File: src/rtl/detect_pulse_gen_if.sv
// Sample-in / detect-out bundle for one microphone channel.
// master = sample front-end side, slave = detect_pulse_gen.
interface detect_pulse_gen_if #(
  parameter int SAMPLE_W = 16,
  parameter int CNT_W    = 8
);
  logic                       en;
  logic                       sample_valid;
  logic signed [SAMPLE_W-1:0] sample;
  logic [SAMPLE_W-1:0]        threshold;
  logic                       detect;
  logic                       busy;
  logic [CNT_W-1:0]           event_count;

  modport master (
    output en,
    output sample_valid,
    output sample,
    output threshold,
    input  detect,
    input  busy,
    input  event_count
  );

  modport slave (
    input  en,
    input  sample_valid,
    input  sample,
    input  threshold,
    output detect,
    output busy,
    output event_count
  );
endinterface

File: src/rtl/detect_pulse_gen.sv
// Magnitude-threshold detector: CONFIRM qualifying samples fire one
// fixed-width detect pulse, followed by a blind holdoff window.
module detect_pulse_gen #(
  parameter int SAMPLE_W       = 16,
  parameter int CONFIRM        = 4,
  parameter int PULSE_CYCLES   = 8,
  parameter int HOLDOFF_CYCLES = 64,
  parameter int CNT_W          = 8
) (
  input logic               clk,
  input logic               rst,
  detect_pulse_gen_if.slave bus
);

  localparam int MAX_CP =
    (CONFIRM > PULSE_CYCLES) ? CONFIRM : PULSE_CYCLES;
  localparam int MAXP =
    (MAX_CP > HOLDOFF_CYCLES) ? MAX_CP : HOLDOFF_CYCLES;
  localparam int CW = $clog2(MAXP + 1);

  localparam logic [CW-1:0] ONE_C     = CW'(1);
  localparam logic [CW-1:0] CONF_LAST = CW'(CONFIRM - 1);
  localparam logic [CW-1:0] P_END     = CW'(PULSE_CYCLES);
  localparam logic [CW-1:0] H_END     = CW'(HOLDOFF_CYCLES);

  localparam logic [CNT_W-1:0]    ONE_N = CNT_W'(1);
  localparam logic [SAMPLE_W-1:0] ONE_S = SAMPLE_W'(1);

  typedef enum logic [1:0] {
    S_IDLE,
    S_CONF,
    S_PULSE,
    S_HOLD
  } state_t;

  state_t           state;
  logic [CW-1:0]    conf;
  logic [CW-1:0]    tmr;
  logic             detect_q;
  logic             busy_q;
  logic [CNT_W-1:0] cnt_q;

  logic [SAMPLE_W-1:0] raw;
  logic [SAMPLE_W-1:0] mag;
  logic                qual;

  // Unsigned negate: -2^(W-1) lands on 2^(W-1) without overflow
  assign raw  = bus.sample;
  assign mag  = raw[SAMPLE_W-1] ? (~raw + ONE_S) : raw;
  assign qual = bus.sample_valid && (mag >= bus.threshold);

  always_ff @(posedge clk) begin
    if (rst) begin
      state    <= S_IDLE;
      conf     <= '0;
      tmr      <= '0;
      detect_q <= 1'b0;
      busy_q   <= 1'b0;
      cnt_q    <= '0;
    end else if (!bus.en) begin
      state    <= S_IDLE;
      conf     <= '0;
      tmr      <= '0;
      detect_q <= 1'b0;
      busy_q   <= 1'b0;
    end else begin
      unique case (state)
        // conf is 0 in IDLE, so CONFIRM==1 fires straight from IDLE
        S_IDLE, S_CONF: begin
          if (qual) begin
            busy_q <= 1'b1;
            if (conf == CONF_LAST) begin
              state    <= S_PULSE;
              conf     <= '0;
              tmr      <= ONE_C;
              detect_q <= 1'b1;
              cnt_q    <= cnt_q + ONE_N;
            end else begin
              state <= S_CONF;
              conf  <= conf + ONE_C;
            end
          end else if (bus.sample_valid) begin
            state  <= S_IDLE;
            conf   <= '0;
            busy_q <= 1'b0;
          end
        end
        S_PULSE: begin
          if (tmr == P_END) begin
            detect_q <= 1'b0;
            if (HOLDOFF_CYCLES == 0) begin
              state  <= S_IDLE;
              tmr    <= '0;
              busy_q <= 1'b0;
            end else begin
              state <= S_HOLD;
              tmr   <= ONE_C;
            end
          end else begin
            tmr <= tmr + ONE_C;
          end
        end
        S_HOLD: begin
          if (tmr == H_END) begin
            state  <= S_IDLE;
            tmr    <= '0;
            busy_q <= 1'b0;
          end else begin
            tmr <= tmr + ONE_C;
          end
        end
        default: begin
          state  <= S_IDLE;
          busy_q <= 1'b0;
        end
      endcase
    end
  end

  assign bus.detect      = detect_q;
  assign bus.busy        = busy_q;
  assign bus.event_count = cnt_q;

endmodule

File: src/flat_wrapper.sv
// flat-port wrapper written by rule: the top's interface ports become plain ports
module detect_pulse_gen_flat 
#(
  parameter int SAMPLE_W       = 16,
  parameter int CONFIRM        = 4,
  parameter int PULSE_CYCLES   = 8,
  parameter int HOLDOFF_CYCLES = 64,
  parameter int CNT_W          = 8
)
  (clk, rst, bus_en, bus_sample_valid, bus_sample, bus_threshold, bus_detect, bus_busy, bus_event_count);
  detect_pulse_gen_if #(.SAMPLE_W(SAMPLE_W), .CNT_W(CNT_W)) bus_i ();
  input logic clk;
  input logic rst;
  input wire logic [$bits(bus_i.en)-1:0] bus_en;
  input wire logic [$bits(bus_i.sample_valid)-1:0] bus_sample_valid;
  input wire logic [$bits(bus_i.sample)-1:0] bus_sample;
  input wire logic [$bits(bus_i.threshold)-1:0] bus_threshold;
  output wire logic [$bits(bus_i.detect)-1:0] bus_detect;
  output wire logic [$bits(bus_i.busy)-1:0] bus_busy;
  output wire logic [$bits(bus_i.event_count)-1:0] bus_event_count;
  assign bus_i.en = bus_en;
  assign bus_i.sample_valid = bus_sample_valid;
  assign bus_i.sample = bus_sample;
  assign bus_i.threshold = bus_threshold;
  assign bus_detect = bus_i.detect;
  assign bus_busy = bus_i.busy;
  assign bus_event_count = bus_i.event_count;
  detect_pulse_gen #(.SAMPLE_W(SAMPLE_W), .CONFIRM(CONFIRM), .PULSE_CYCLES(PULSE_CYCLES), .HOLDOFF_CYCLES(HOLDOFF_CYCLES), .CNT_W(CNT_W)) u_core (.clk(clk), .rst(rst), .bus(bus_i));
endmodule
File: config.mk
export PLATFORM = sky130hd
export DESIGN_NAME = detect_pulse_gen_flat
export DESIGN_NICKNAME = d
export VERILOG_FILES = /design/src/rtl/detect_pulse_gen_if.sv /design/src/rtl/detect_pulse_gen.sv /design/src/flat_wrapper.sv
export SDC_FILE = /design/constraint.sdc
export NUM_CORES = 1
export LEC_CHECK = 0
export CAP_MARGIN = 20
export CORE_ASPECT_RATIO = 1.2
export CORE_MARGIN = 2
export CORE_UTILIZATION = 46
export DETAILED_ROUTE_END_ITERATION = 6
export GPL_TIMING_DRIVEN = 0
export HOLD_SLACK_MARGIN = 0.1
export PLACE_DENSITY = 0.8
export SYNTH_ARGS = -nofsm -noshare
export SYNTH_HDL_FRONTEND = slang
export SYNTH_SLANG_ARGS = --single-unit
File: constraint.sdc
create_clock -name clk -period 3.2 [get_ports clk]
set_input_delay 0.48 -clock clk [delete_from_list [all_inputs] [get_ports clk]]
set_output_delay 0.48 -clock clk [all_outputs]
set_load 0.02 [all_outputs]
# --- After elaboration in Yosys (flattened, before gate mapping) ---
# Index checks and enable logic that the tools add are counted.
totals:
  output_inout_bits: 10
  word_cells: 60
  in_bits: 36
  ff_bits: 26
op_classes:
  mux: 23
  n_addsub: 4
  bitwise: 2
  n_lt_le_gt_ge: 1
  n_eq_ne: 11
  n_reduce_logical: 13
ops:
  columns: ["cell", "n"]
  rows:
  - ["7-bit 2-to-1 mux", 7]
  - ["7-bit case mux with 3 select lines", 1]
  - ["16-bit by 1-bit adder with 16-bit output (second input constant)", 1]
  - ["16-bit greater-or-equal comparator", 1]
  - ["16-bit 2-to-1 mux", 1]
  - ["16-bit NOT", 1]
  - ["7-bit by 1-bit adder with 7-bit output (second input constant)", 2]
  - ["2-bit 2-to-1 mux", 5]
  - ["8-bit by 1-bit adder with 8-bit output (second input constant)", 1]
  - ["2-bit by 1-bit inequality test with 1-bit output (second input constant)", 4]
  - ["4-bit AND reduction", 2]
  - ["7-bit by 2-bit equality test with 1-bit output (second input constant)", 1]
  - ["7-bit by 4-bit equality test with 1-bit output (second input constant)", 1]
  - ["7-bit equality test (second input constant)", 1]
  - ["1-bit 2-to-1 mux", 6]
  - ["2-bit case mux with 3 select lines", 1]
  - ["3-bit AND reduction", 2]
  - ["2-bit nonzero test", 3]
  - ["2-bit equality test (second input constant)", 2]
  - ["1-bit case mux with 2 select lines", 2]
  - ["2-bit AND reduction", 2]
  - ["2-bit OR reduction", 2]
  - ["3-bit by 2-bit inequality test with 1-bit output (second input constant)", 1]
  - ["2-bit by 1-bit equality test with 1-bit output (second input constant)", 1]
  - ["3 further kinds", 3]

# --- Depth between registers and ports, before layout ---
# Gate-level depths: netlist of run 1.
logic_depth:
  word_depth: 7
  ltp_mapped: 14
  depth_no_buf: 13

# --- Worst setup path before layout of run 1 ---
# No wires, ideal clock.
synth_path:
  kind: "input port to flip-flop"
  startpoint: "input bus_sample[5]"
  endpoint: "register u_core.cnt_q[4] (netlist: u_core.bus.event_count[4])"
  setup_ns: 0.115
  stages: 11
  arrival_time_ns: 3.206
  t_required_ns: 3.085
  n_path_buf: 0
  path_slack_ns: -0.121
  cell_sequence: "nor4_1 -> nand3_1 -> o31ai_1 -> xnor2_1 -> ha_1 -> a21o_1 -> a21o_1 -> a2111oi_4 -> a311oi_2 -> and3_1 -> o21ba_2"
synth_between:
  elab_chain_len: 6
synth_lines:
  columns: ["item", "line", "source"]
  rows:
  - ["from (decl)", "flat_wrapper.sv:16", "input wire logic [$bits(bus_i.sample)-1:0] bus_sample;"]
  - ["16-bit NOT", "detect_pulse_gen.sv:49", "assign mag = raw[SAMPLE_W-1] ? (~raw + ONE_S) : raw;"]
  - ["16-bit by 1-bit adder with 16-bit output", "detect_pulse_gen.sv:49", null]
  - ["16-bit 2-to-1 mux *", "detect_pulse_gen.sv:49", null]
  - ["16-bit greater-or-equal comparator *", "detect_pulse_gen.sv:50", "assign qual = bus.sample_valid && (mag >= bus.threshold);"]
  - ["1-bit logical AND *", "detect_pulse_gen.sv:50", null]
  - ["4-bit AND reduction (no line) *", null, null]
  - ["to (signal assigned)", "detect_pulse_gen.sv:77", "cnt_q <= cnt_q + ONE_N;"]
  - ["to (decl)", "detect_pulse_gen.sv:41", "logic [CNT_W-1:0] cnt_q;"]
# Every way passes the cells marked *; elsewhere a longest branch is shown, timed or not.
# A chain may end at the register's enable or synchronous reset.

# --- Worst setup path after layout of run 1 ---
layout_path:
  startpoint: "input bus_sample[4]"
  endpoint: "register u_core.tmr[2]"
layout_between:
  elab_chain_len: 7
layout_lines:
  columns: ["item", "line", "source"]
  rows:
  - ["16-bit NOT", "detect_pulse_gen.sv:49", null]
  - ["16-bit by 1-bit adder with 16-bit output", "detect_pulse_gen.sv:49", null]
  - ["16-bit 2-to-1 mux *", "detect_pulse_gen.sv:49", null]
  - ["16-bit greater-or-equal comparator *", "detect_pulse_gen.sv:50", null]
  - ["1-bit logical AND *", "detect_pulse_gen.sv:50", null]
  - ["2-bit by 1-bit inequality test with 1-bit output (no line) *", null, null]
  - ["2-bit AND reduction (no line) *", null, null]
  - ["to (signal assigned)", "detect_pulse_gen.sv:100", "tmr <= tmr + ONE_C;"]
  - ["to (signal assigned)", "detect_pulse_gen.sv:109", "tmr <= tmr + ONE_C;"]
  - ["to (decl)", "detect_pulse_gen.sv:38", "logic [CW-1:0] tmr;"]
# Marked as above.

==> impl_results.md, run 1 <==
* Critical Path End Type: flop
* Final min period at 3.24 ns
* First-pass GRT wire length at 9260 um
* Hold depth at 2
* Vias in the first global route at 2,126
* I/O Pins at 46
* Worst hold path startpoint: u_core.conf[1]$_SDFFE_PP0P_
* Setup Crit Path Kind: in -> reg
* Final Core Density at 67.0%
* Vias at 2,209
* Crit-path max FO at 5
* Synth Area per Inst at 8.12 sq um
* Hold Vio Cnt, Final at 0
* Failing checks: setup timing
* Pwr per Cell Area at 276 nW/um^2
* Comb power frac at 27.5%
* Unique masters post-synth at 47
* Nets at 382
* Initial antenna violation count at 0
* Critical path required time at 3.41 ns
* Synthesized area at 2110 sq um
* Maximum clock insertion buffer count at 2
* Grt ovf at 0
* PnR worst setup slack at -0.0427 ns
* H-tree depth at 1
* Switching pwr at 230 uW
* HPWL Detailed at 3580 um
* Peak VDD IR at 0.158 mV
* Worst-case reg-to-reg path depth at 6
* CTS Root Cell: clkbuf_8
* Num CTS Buffers at 3
* Vias per cell at 5.78
* Slew HR at 58.6%
* Sequential Power Share at 39.1%
* Max Slew Vio Count at 0
* Post-synth EDFFs at 0
* Pint at 602 uW
* Std cell rows at 27
* DIE HEIGHT at 78.2 um
* Iter 0 DRT Violations at 186
* RePlAce Congestion at 0.768
* RSZ-0062 raised after global routing: true
* R2r setup slk at 1.04 ns
* Worst Hold End: u_core.conf[1]$_SDFFE_PP0P_
* Mapped Nets at 317
* CTS tree: built
* Top FF cell, synth: dfxtp_1
* Cts hold-fix bufs at 0
* Clk pin slew, worst setup/hold paths at 0.10 ns
* Die Area at 5150 sq um
* Post-route clock period utilization at 101%
* #FFs+latches synth at 26
* Worst Path Arrival at 3.45 ns
* Die width at 65.8 um
* Port Buffers at 44
* Pre-CTS WS at -0.841 ns
* Core area at 4490 sq um
* Worst r2r dst: u_core.bus.event_count[4]$_SDFFE_PP0P_
* Number of diodes at 0
* Largest net degree at the start of global routing at 16
* Share of layout cells above drive strength 1 at 21.0%
* Post-DRT Antenna Nets at 0
* Final setup viols at 2
* TritonCTS Sinks at 26
* Tightest Pin Transition at 0.605 ns
* Post-synthesis async set-or-reset flop share at 0%
* Cell count after synthesis at 260
* Clock skew at 0.0113 ns
* GRT Total Usage at 22.0%
* Max-cap violations at 0
* Sw Share at 27.6%
* Fmax at 308 MHz
* DRC at 0
* Leak at 0.00119 uW
* Routed len/inst at 15.1 um
* Layout area overhead at 42.6%
* Clock power frac at 33.4%
* Final wirelength at 5770 um
* Reg2reg start: u_core.conf[2]$_SDFFE_PP0P_
* Hold Path Class: reg -> reg
* Seq/Total Area, Yosys at 24.7%
* Critical path startpoint category: primary input
* Status: complete, but fails checks
* Starting Density at 47.0%
* Clock Latency Late Sink at 0.28 ns
* Number of synthesis warnings at 0
* TritonRoute pass-1 iters at 4
-- cells in the mapped netlist (6+ instances only) --
cell type  count  share of area [%]
a21oi_1       18                4.3
a31oi_1        6                1.8
and3_1         7                2.1
clkbuf_1       6                1.1
dfxtp_1       26                 25
ha_1          21                 12
inv_1         23                4.1
nand2_1       19                3.4
nand3_1       16                3.8
nand3b_1       8                2.8
nor2_1         9                1.6
nor3_1         6                1.4
o21ai_0       13                3.1
o31ai_1        6                2.1
xnor2_1       16                6.6
-- worst max-delay path: stages --
cell and delay [ns]:
buf_8 0.10, nor4_4 0.36, buf_4 0.21, nand2_4 0.05
o41ai_4 0.33, xnor2_1 0.13, ha_1 0.31, nand2_2 0.13
nor3_4 0.05, a2111oi_4 0.58, buf_6 0.21, a31oi_4 0.11
nand3b_1 0.19, a31oi_1 0.19
-- layout make-up --
| type | instances | area (sq um) |
|---|---|---|
| fill | 376 | 1480 |
| multi-input combinational | 203 | 1700 |
| clock inverter | 1 | 30.0 |
| sequential | 26 | 520 |
| inverter | 24 | 90.1 |
| clock buffer | 3 | 41.3 |
| timing repair buffer | 59 | 518 |
| tap | 58 | 72.6 |
| buffer | 8 | 41.3 |
-- cells in the final DEF (no fill, tap or decap), types with 6 or more instances in the layout --
cell / synthesis / final
xnor2_1: 16 / 16
o21ai_0: 13 / 9
nand3b_1: 8 / 8
nor2_1: 9 / 8
nand3_1: 16 / 13
clkdlybuf4s50_1: 0 / 30
buf_4: 0 / 14
ha_1: 21 / 20
clkbuf_2: 0 / 6
dfxtp_1: 26 / 26
and3_1: 7 / 7
a21oi_1: 18 / 14
nand2_1: 19 / 17
inv_1: 23 / 21
-- registers in the layout, indices dropped and copies added (netlist names) --
register / cells
u_core.bus.event_count: 8
u_core.tmr: 7
u_core.bus.detect: 1
u_core.bus.busy: 1
u_core.conf: 7
u_core.state: 2
-- how the worst max path moves through the flow --
stage / start / endpoint / slack, ns / depth (start not counted)
after CTS: bus_sample[13] / u_core.bus.event_count[7]$_SDFFE_PP0P_ / -0.002 / 13
after global placement: bus_sample[5] / u_core.state[1]$_SDFFE_PP0P_ / -0.83 / 11
after global routing: bus_sample[3] / u_core.tmr[2]$_SDFFE_PP0P_ / -0.21 / 14
after floorplan: bus_sample[5] / u_core.bus.event_count[4]$_SDFFE_PP0P_ / 0.05 / 11
final: bus_sample[4] / u_core.tmr[2]$_SDFFE_PP0P_ / -0.04 / 14
after detailed placement: bus_sample[5] / u_core.tmr[1]$_SDFFE_PP0P_ / -0.84 / 11
-- per-stage QoR --
stage / area (sq um) / total power [uW] / instances / TNS, ns / hold slack [ns]
2_1_floorplan: 2120 / 447 / 260 / 0 / 0.449
3_3_place_gp: 2630 / 516 / 362 / -18.20 / 0.464
3_5_place_dp: 2630 / 520 / 362 / -18.37 / 0.465
4_1_cts: 2910 / 823 / 377 / -0.00302 / 0.478
5_1_grt: 3010 / 872 / 382 / -2.11 / 0.514
6_report: 3010 / 832 / 382 / -0.0773 / 0.489
-- per-layer routing --
metal / track usage [%] / part of all wire [%] / up-vias
met5: 0 / 0 / -
met2: 39.9 / 53 / 77
met3: 1.58 / 4.1 / 13
li1: - / - / 1087
met1: 26.4 / 40 / 1032
met4: 8.54 / 2.2 / 0
-- power by group through the flow --
stage          combinational, uW  clock [uW]  sequential [uW]
6_report                     229         278              325
5_1_grt                      249         297              326
4_1_cts                      216         282              325
3_5_place_dp                 187           0              333
3_3_place_gp                 183           0              333
2_1_floorplan                114           0              333
-- kinds of logic after synthesis --
family / count (synthesis) / synth area share [%]
AO/OA/AOI/OAI: 59 / 18.9
AND/OR/NAND/NOR: 103 / 30.1
flip-flops: 26 / 24.7
buffers and inverters: 32 / 6.05
XOR/XNOR: 19 / 7.88
adder cells (fa/ha/maj): 21 / 12.4
-- what timing repair did --
action | CTS | global route
pin swaps | 23 | 27
gates cloned | 1 | 0
buffers inserted | 10 | 7
gates resized for setup | 50 | 43
setup endpoints to repair | 26 | 26
Power figures use the tool's default switching activity.
==> run 2, diff against run 1 <==
- CORE_UTILIZATION: 46 -> 55
- DONT_BUFFER_PORTS: unset -> 1
- PLACE_DENSITY: 0.8 -> 0.77
- SLEW_MARGIN: unset -> 15
==> run 2 against run 1 <==
Against the previous run:
- the run now ends clean
- design area is 22% lower
- wire length decreased by 24%
- sequential share of layout area increased by 5.0 points
- worst setup slack gained 0.20 ns
- sequential power hardly changed
- first-iteration DRC count fell by 17%
- via count shrank 15%
- clock-buffer cell count rose by 1
- non-clock buffer count down 56
- final cell count fell by 16%
- fmax grew 6.6%
- core utilization shrank 3.3 points
- critical path type unchanged
- critical endpoint is now u_core.bus.event_count[4]$_SDFFE_PP0P_
==> impl_results.md, run 2 (synthesized netlist as in run 1, its figures left out) <==
* Starting Density at 57.6% (was 47.0%)
* R2r setup slk at 1.09 ns (was 1.04 ns)
* Status: complete, no violations (was complete, but fails checks)
* Leak at 0.000864 uW (was 0.00119 uW)
* Vias per cell at 5.90 (was 5.78)
* Initial antenna violation count at 0 (unchanged)
* Clock skew at 0.00695 ns (was 0.0113 ns)
* Clock power frac at 30.9% (was 33.4%)
* Critical path required time at 3.38 ns (was 3.41 ns)
* Reg2reg start: u_core.conf[2]$_SDFFE_PP0P_ (unchanged)
* DIE HEIGHT at 71.9 um (was 78.2 um)
* Fmax at 329 MHz (was 308 MHz)
* Nets at 325 (was 382)
* Max-cap violations at 0 (unchanged)
* Iter 0 DRT Violations at 155 (was 186)
* Final setup viols at 0 (was 2)
* Routed len/inst at 13.8 um (was 15.1 um)
* Share of layout cells above drive strength 1 at 10.5% (was 21.0%)
* Worst Path Arrival at 3.22 ns (was 3.45 ns)
* Cts hold-fix bufs at 0 (unchanged)
* TritonRoute pass-1 iters at 4 (unchanged)
* Most common cell after layout, fill and taps aside: dfxtp_1 (was clkdlybuf4s50_1)
* Pre-CTS WS at -0.435 ns (was -0.841 ns)
* H-tree depth at 1 (unchanged)
* Port Buffers at 0 (was 44)
* DRC at 0 (unchanged)
* Final wirelength at 4400 um (was 5770 um)
* Final Core Density at 63.7% (was 67.0%)
* HPWL Detailed at 3330 um (was 3580 um)
* Clk pin slew, worst setup/hold paths at 0.09 ns (was 0.10 ns)
* CTS Root Cell: clkbuf_8 (unchanged)
* RSZ-0062 raised after global routing: true (unchanged)
* First-pass GRT wire length at 7400 um (was 9260 um)
* TritonCTS Sinks at 26 (unchanged)
* Peak VDD IR at 0.135 mV (was 0.158 mV)
* Setup Crit Path Kind: in -> reg (unchanged)
* Switching pwr at 184 uW (was 230 uW)
* Hold Path Class: reg -> reg (unchanged)
* Comb power frac at 21.6% (was 27.5%)
* Die width at 60.6 um (was 65.8 um)
* Final min period at 3.04 ns (was 3.24 ns)
* Num CTS Buffers at 3 (unchanged)
* Commonest non-fill, non-tap cells in the layout: dfxtp_1, inv_1, ha_1, nand2_1, xnor2_1 (was clkdlybuf4s50_1, dfxtp_1, inv_1, ha_1, nand2_1)
* PnR worst setup slack at 0.158 ns (was -0.0427 ns)
* Filler cells at 333 (was 376)
* Layout area overhead at 10.6% (was 42.6%)
* Grt ovf at 0 (unchanged)
* Maximum clock insertion buffer count at 2 (unchanged)
* Worst r2r dst: u_core.bus.event_count[4]$_SDFFE_PP0P_ (unchanged)
* Max Slew Vio Count at 0 (unchanged)
* Vias at 1,883 (was 2,209)
* Post-route clock period utilization at 95.1% (was 101%)
* Hold Vio Cnt, Final at 0 (unchanged)
* Post-DRT Antenna Nets at 0 (unchanged)
* Critical path startpoint category: primary input (unchanged)
* Tightest Pin Transition at 0.584 ns (was 0.605 ns)
* Sequential Power Share at 47.5% (was 39.1%)
* RePlAce Congestion at 0.872 (was 0.768)
* Clock Latency Late Sink at 0.27 ns (was 0.28 ns)
* Slew HR at 60.1% (was 58.6%)
* Pint at 501 uW (was 602 uW)
* Number of diodes at 0 (unchanged)
* Worst setup endpoint: u_core.bus.event_count[4]$_SDFFE_PP0P_ (was u_core.tmr[2]$_SDFFE_PP0P_)
* Critical Path End Type: flop (unchanged)
* CTS tree: built (unchanged)
* Worst-case reg-to-reg path depth at 6 (unchanged)
* Std cell rows at 24 (was 27)
* I/O Pins at 46 (unchanged)
* Core area at 3660 sq um (was 4490 sq um)
* Pwr per Cell Area at 294 nW/um^2 (was 276 nW/um^2)
* GRT Total Usage at 21.5% (was 22.0%)
* Die Area at 4350 sq um (was 5150 sq um)
* Final Power at 686 uW (was 832 uW)
* Max reg flops at 8 (unchanged)
* Crit. Startpoint: bus_sample[4] (unchanged)
* Sw Share at 26.9% (was 27.6%)
* Largest net degree at the start of global routing at 15 (was 16)
* Setup TNS Final at 0 ns (was -0.0773 ns)
* Vias in the first global route at 1,810 (was 2,126)
* Crit-path max FO at 6 (was 5)
==> run 2: cell count changes in the layout (fill, tap and decap cells not counted), sizes merged <==
cell,previous run,this run
buf,22,5
dlymetal6s2s,1,0
clkbuf,15,10
clkdlybuf4s50,30,0
bufinv,1,0
dlygate4sd2,2,0
a31oi,7,6
==> run 2: per-layer routing <==
layer	up-vias	track usage, %	wire (um)
li1	967	-	-
met1	857	25.4	1860
met2	50	37.9	2260
met3	9	2.53	160
met4	0	9.66	110
met5	-	0	0
==> run 2: how the worst min path moves through the flow <==
| stage | from | to | slack [ns] | cells past startpoint |
|---|---|---|---|---|
| 2_1_floorplan | u_core.conf[1]$_SDFFE_PP0P_ | u_core.conf[1]$_SDFFE_PP0P_ | 0.45 | 2 |
| 3_3_place_gp | u_core.conf[1]$_SDFFE_PP0P_ | u_core.conf[1]$_SDFFE_PP0P_ | 0.46 | 2 |
| 3_5_place_dp | u_core.conf[1]$_SDFFE_PP0P_ | u_core.conf[1]$_SDFFE_PP0P_ | 0.48 | 2 |
| 4_1_cts | bus_sample_valid | u_core.state[0]$_SDFFE_PP0P_ | 0.48 | 3 |
| 5_1_grt | bus_sample_valid | u_core.state[0]$_SDFFE_PP0P_ | 0.51 | 3 |
| 6_report | u_core.conf[1]$_SDFFE_PP0P_ | u_core.conf[1]$_SDFFE_PP0P_ | 0.50 | 2 |
==> run 2: critical path: stages <==
cell       delay, ns
nor4_4          0.36
nand3_2         0.18
o31ai_4         0.22
xnor2_1         0.16
ha_1            0.29
a21o_1          0.20
a21o_1          0.20
a2111oi_4       0.34
buf_4           0.20
a311oi_2        0.17
and3_1          0.23
o21ba_2         0.18
==> run 2: through the flow <==
stage               cells  cell area (sq um)  hold slack, ns
floorplan             260               2120           0.449
global placement      312               2180           0.460
detailed placement    312               2180           0.483
CTS                   317               2270           0.484
global route          319               2330           0.507
finish                319               2330           0.499
==> run 2: power by group through the flow <==
| stage | sequential, uW | combinational [uW] | clock (uW) |
|---|---|---|---|
| floorplan | 333 | 114 | 0 |
| global placement | 333 | 133 | 0 |
| detailed placement | 333 | 136 | 0 |
| CTS | 326 | 141 | 219 |
| global route | 326 | 167 | 229 |
| finish | 326 | 148 | 212 |
==> run 2: cell type report <==
type	instances	area [sq um]	area share (%)
multi-input combinational	202	1540	66.1
sequential	26	520	22.3
inverter	24	90.1	3.86
tap	52	65.1	2.79
clock buffer	4	55.1	2.36
buffer	8	37.5	1.61
timing repair buffer	3	22.5	0.965
==> run 2: repair_timing <==
action | in CTS | in global routing
setup endpoints to repair | 17 | 16
resized for setup | 4 | 10
hold endpoints to repair | 0 | 0
pin swaps | 1 | 4
buffers inserted | 1 | 2
